## src/rtl/apb_master_bridge.sv

```systemverilog
// APB4 requester: turns a single-outstanding valid/ready command into one SETUP/ACCESS
// transfer and returns read data / error status. An ACCESS watchdog bounds slave waits.
`timescale 1ns/1ps
module apb_master_bridge #(
  parameter int unsigned TIMEOUT = 256
) (
  input  logic        pclk,
  input  logic        preset_n,
  input  logic        cmd_valid,
  output logic        cmd_ready,
  input  logic        cmd_write,
  input  logic [11:2] cmd_addr,
  input  logic [31:0] cmd_wdata,
  input  logic [3:0]  cmd_wstrb,
  output logic        rsp_valid,
  input  logic        rsp_ready,
  output logic [31:0] rsp_rdata,
  output logic        rsp_err,
  output logic        rsp_timeout,
  output logic        psel,
  output logic        penable,
  output logic        pwrite,
  output logic [11:2] paddr,
  output logic [31:0] pwdata,
  output logic [3:0]  pwstrb,
  input  logic [31:0] prdata,
  input  logic        pslverr,
  input  logic        pready
);

  localparam int unsigned CNT_W = (TIMEOUT == 0) ? 1 : $clog2(TIMEOUT + 1);

  typedef enum logic [1:0] {
    IDLE   = 2'd0,
    SETUP  = 2'd1,
    ACCESS = 2'd2,
    RESP   = 2'd3
  } state_e;

  state_e             state_q, state_d;
  logic [CNT_W-1:0]   wait_cnt_q, wait_cnt_d;
  logic               cmd_ready_q, cmd_ready_d;
  logic               psel_q, psel_d;
  logic               penable_q, penable_d;
  logic               pwrite_q, pwrite_d;
  logic [11:2]        paddr_q, paddr_d;
  logic [31:0]        pwdata_q, pwdata_d;
  logic [3:0]         pwstrb_q, pwstrb_d;
  logic               rsp_valid_q, rsp_valid_d;
  logic [31:0]        rsp_rdata_q, rsp_rdata_d;
  logic               rsp_err_q, rsp_err_d;
  logic               rsp_timeout_q, rsp_timeout_d;
  logic               timeout_hit_c;

  // The TIMEOUT-th consecutive not-ready ACCESS cycle; a ready slave in that cycle still wins.
  assign timeout_hit_c = (TIMEOUT != 0) && (state_q == ACCESS) && !pready &&
                         (wait_cnt_q == CNT_W'(TIMEOUT - 1));

  // State and output registers
  always_ff @(posedge pclk or negedge preset_n) begin
    if (!preset_n) begin
      state_q       <= IDLE;
      wait_cnt_q    <= '0;
      cmd_ready_q   <= 1'b1;
      psel_q        <= 1'b0;
      penable_q     <= 1'b0;
      pwrite_q      <= 1'b0;
      paddr_q       <= '0;
      pwdata_q      <= '0;
      pwstrb_q      <= '0;
      rsp_valid_q   <= 1'b0;
      rsp_rdata_q   <= '0;
      rsp_err_q     <= 1'b0;
      rsp_timeout_q <= 1'b0;
    end else begin
      state_q       <= state_d;
      wait_cnt_q    <= wait_cnt_d;
      cmd_ready_q   <= cmd_ready_d;
      psel_q        <= psel_d;
      penable_q     <= penable_d;
      pwrite_q      <= pwrite_d;
      paddr_q       <= paddr_d;
      pwdata_q      <= pwdata_d;
      pwstrb_q      <= pwstrb_d;
      rsp_valid_q   <= rsp_valid_d;
      rsp_rdata_q   <= rsp_rdata_d;
      rsp_err_q     <= rsp_err_d;
      rsp_timeout_q <= rsp_timeout_d;
    end
  end

  // Next-state logic
  always_comb begin
    state_d = state_q;
    unique case (state_q)
      IDLE:    if (cmd_valid) state_d = SETUP;
      SETUP:   state_d = ACCESS;
      ACCESS:  if (pready || timeout_hit_c) state_d = RESP;
      RESP:    if (rsp_ready) state_d = IDLE;
      default: state_d = IDLE;
    endcase
  end

  // Output/datapath next values; registered outputs are decoded from the next state
  always_comb begin
    wait_cnt_d    = wait_cnt_q;
    pwrite_d      = pwrite_q;
    paddr_d       = paddr_q;
    pwdata_d      = pwdata_q;
    pwstrb_d      = pwstrb_q;
    rsp_rdata_d   = rsp_rdata_q;
    rsp_err_d     = rsp_err_q;
    rsp_timeout_d = rsp_timeout_q;

    cmd_ready_d = (state_d == IDLE);
    psel_d      = (state_d == SETUP) || (state_d == ACCESS);
    penable_d   = (state_d == ACCESS);
    rsp_valid_d = (state_d == RESP);

    if ((state_q == IDLE) && (state_d == SETUP)) begin
      pwrite_d   = cmd_write;
      paddr_d    = cmd_addr;
      pwdata_d   = cmd_write ? cmd_wdata : 32'd0;
      pwstrb_d   = cmd_write ? cmd_wstrb : 4'd0;
      wait_cnt_d = '0;
    end

    if (state_q == ACCESS) begin
      if (pready) begin
        rsp_rdata_d   = pwrite_q ? 32'd0 : prdata;
        rsp_err_d     = pslverr;
        rsp_timeout_d = 1'b0;
      end else begin
        if (wait_cnt_q != {CNT_W{1'b1}}) wait_cnt_d = wait_cnt_q + CNT_W'(1);
        if (timeout_hit_c) begin
          rsp_rdata_d   = 32'd0;
          rsp_err_d     = 1'b1;
          rsp_timeout_d = 1'b1;
        end
      end
    end
  end

  assign cmd_ready   = cmd_ready_q;
  assign psel        = psel_q;
  assign penable     = penable_q;
  assign pwrite      = pwrite_q;
  assign paddr       = paddr_q;
  assign pwdata      = pwdata_q;
  assign pwstrb      = pwstrb_q;
  assign rsp_valid   = rsp_valid_q;
  assign rsp_rdata   = rsp_rdata_q;
  assign rsp_err     = rsp_err_q;
  assign rsp_timeout = rsp_timeout_q;

endmodule

```

## config.mk

```make
export PLATFORM = sky130hd
export DESIGN_NAME = apb_master_bridge
export DESIGN_NICKNAME = d
export VERILOG_FILES = /design/src/rtl/apb_master_bridge.sv
export SDC_FILE = /design/constraint.sdc
export NUM_CORES = 1
export LEC_CHECK = 0
export CORE_MARGIN = 2
export CORE_UTILIZATION = 46
export CTS_CLUSTER_DIAMETER = 30
export DETAILED_ROUTE_END_ITERATION = 12
export PLACE_DENSITY = 0.89
export SLEW_MARGIN = 30
export SYNTH_ARGS = -nofsm -noshare
export SYNTH_HDL_FRONTEND = slang
export SYNTH_SLANG_ARGS = --single-unit
```

## constraint.sdc

```tcl
create_clock -name pclk -period 7.5 [get_ports pclk]
set_input_delay 1.125 -clock pclk [delete_from_list [all_inputs] [get_ports pclk]]
set_output_delay 1.125 -clock pclk [all_outputs]
set_load 0.005 [all_outputs]
```

==> flow_summary.yaml <==
drt:
  vias: 3427
  wl_per_cell_um: 15.4
  drt_iter0_markers: 154
  routed_via_density: 5.17
  drc_errors: 0
  drtPass1Iterations: 4
  wirelength_mm: 10.2
  ant_nets: 0
clock_network:
  cts_resized: 0
  cts_root_buf: "clkbuf_8"
  cts_tree: "built"
  clock_latency_ns: 0.35
  cts.path.max_buffers: 2
  cts_hold_buf: 0
  clk_pin_slew_ns: 0.09
  cts_buffers: 9
  h-tree-depth: 3
  clock-sinks: 96
  post_cts_buffers: 0
final_layout:
  final_cell_area_um2: 5980
  nNetsFinal: 642
  area_growth_pct: 48.9
  drive_above_1_share: 0.0703
  antenna_cells: 0
sta:
  fin_crit_sh: 0.513
  setup_viol: 0
  skew_ns: 0.0145
  tns_ns: 0
  period_minus_slack_ns: 3.84
  slew_violations: 0
  slew_headroom: 0.524
  rsz0062_at_grt: "no"
  tightest_slew_ns: 0.714
  setup_slack_ns: 3.66
  timing.fmax_mhz: 260
  hold_viol: 0
global_routing:
  grt_max_degree: 80
  grt_pass1_vias: 3592
  grtUsageTotal: 0.222
  antenna_found_initial: 0
  grt_pass1_wl_mm: 17.3
  gr-total-overflow: 0
logic_synthesis:
  synth-edff-count: 0
  synthCells: 400
  yosysUniqueCellTypes: 28
  avgSynthCellArea_um2: 10.0
  synth_most_common_cell: "nand2_1"
  synth_top_area_share: 0.592
  ys_top_cells_by_area: "dfrtp_1 59%, nand2_1 10%, o21ai_0 8.9%, o31ai_1 6.4%, mux2_2 3.4%"
  synthTopCellsByCount: "107 x nand2_1, 95 x dfrtp_1, 71 x o21ai_0"
  ys.flop_type: "dfrtp_1"
  synth_nets: 492
  yosysWarnings: 0
  ys_seq_area_frac: 0.599
  async_flop_share: 1.00
  ys_seq_elements: 96
  synth_top_cell_by_area: "dfrtp_1"
  netlist_area_um2: 4020
run:
  maxCapViolCount: 0
placement:
  placed_cell_area_um2: 5760
  place_ws_ns: 3.31
  gp_congestion: 0.782
  port_buffers: 169
  dpl.hpwl_mm: 7.21
floorplan:
  die_area_um2: 9490
  rows: 34
  core-area_um2: 8590
  ios: 170
  start_util: 0.467
  die-height_um: 97.4
  die_w_um: 97.4
worst_setup_path:
  critPathLaunchType: "input port"
  cp.required_ns: 7.74
  crit_type: "in -> reg"
  path_max_fanout: 79
  cp_data_arrival_time_ns: 4.08
  cp-end-kind: "register"
worst_hold_path:
  hp-class: "reg -> reg"
pwr:
  power.density_nw_per_um2: 346
  peakVddDrop_uv: 197
  power.leakage_nw: 2.55
run_status:
  status: "completed"
-- final cells by class --
type	count	area (um2)
repair buffers	173	1720
multi-input cells	265	1500
flip-flops and latches	96	2400
clock inverters	3	23.8
fillers	653	2620
well taps	108	135
inverters	5	18.8
clock buffers	13	179
-- layer usage --
layer / share of wire / global-route usage / up-vias
met5: 0 / 0 / -
met4: 0.026 / 0.0855 / 0
met3: 0.052 / 0.0511 / 19
met2: 0.51 / 0.377 / 112
met1: 0.41 / 0.277 / 1625
li1: - / - / 1671
-- per-stage QoR --
| step | cells | hold WS (ns) | util | total power, mW |
|---|---|---|---|---|
| floorplan | 400 | 0.450 | - | 1.19 |
| global placement | 647 | 0.464 | 0.670 | 1.71 |
| detailed placement | 647 | 0.469 | 0.671 | 1.75 |
| CTS | 663 | 0.492 | 0.694 | 2.09 |
| global route | 663 | 0.512 | 0.696 | 2.22 |
| finish | 663 | 0.487 | 0.696 | 2.07 |
-- path summary, 6_finish.rpt --
path                               start       endpoint  slack, ns  cells past startpoint
setup / recovery                  pready  wait_cnt_q[5]       3.66                     10
hold / removal                 pwstrb[2]      pwstrb[2]       0.49                      2
setup reg to reg           wait_cnt_q[0]  wait_cnt_q[5]       3.96                     13
hold reg to reg                pwstrb[2]      pwstrb[2]       0.49                      2
max in group asynchronous       preset_n           psel       5.65                      2
min in group asynchronous       preset_n     pwdata[13]       0.74                      1
-- cells in the final DEF (no fill, tap or decap), drive strengths merged, types with 2 or more instances in the layout --
master and count:
buf 5, clkbuf 13, clkdlybuf4s50 168, clkinvlp 2, dfrtp 95, ha 7
inv 5, mux2 12, nand2 107, nand3 7, nor2 5, nor2b 2
nor3b 2, o21ai 71, o311ai 3, o31ai 34, o41ai 3
-- cells by family (layout without fill, tap and decap cells) --
group | Yosys count | in the layout | share of synthesized area
fa+ha+maj | 7 | 7 | 0.0218
simple gates | 128 | 128 | 0.130
buf+inv | 39 | 194 | 0.0368
mux | 13 | 13 | 0.0361
flops | 96 | 96 | 0.599
compound gates | 117 | 117 | 0.177
-- sequential cells by signal, summed over array words and instances, names as in the netlist --
name and count:
cmd_ready 1, wait_cnt_q 9, penable 1, pwrite 1, rsp_valid 1, rsp_err 1
rsp_rdata 32, pwstrb 4, psel 1, rsp_timeout 1, paddr 10, pwdata 32
state_q 2
-- critical path, stage by stage --
cell and delay (ns):
clkdlybuf4s50_1 0.50, nor2_4 0.13, buf_4 0.47, nor2_1 0.18, a211o_1 0.31, ha_1 0.23
or3b_2 0.19, buf_4 0.51, o311ai_0 0.28, o41ai_1 0.11
-- report_power, final --
part	internal, mW	switching (mW)	total [mW]
sequential	0.739	0.132	0.871
clock	0.158	0.171	0.329
combinational	0.517	0.353	0.869
Power figures use the tool's default switching activity.
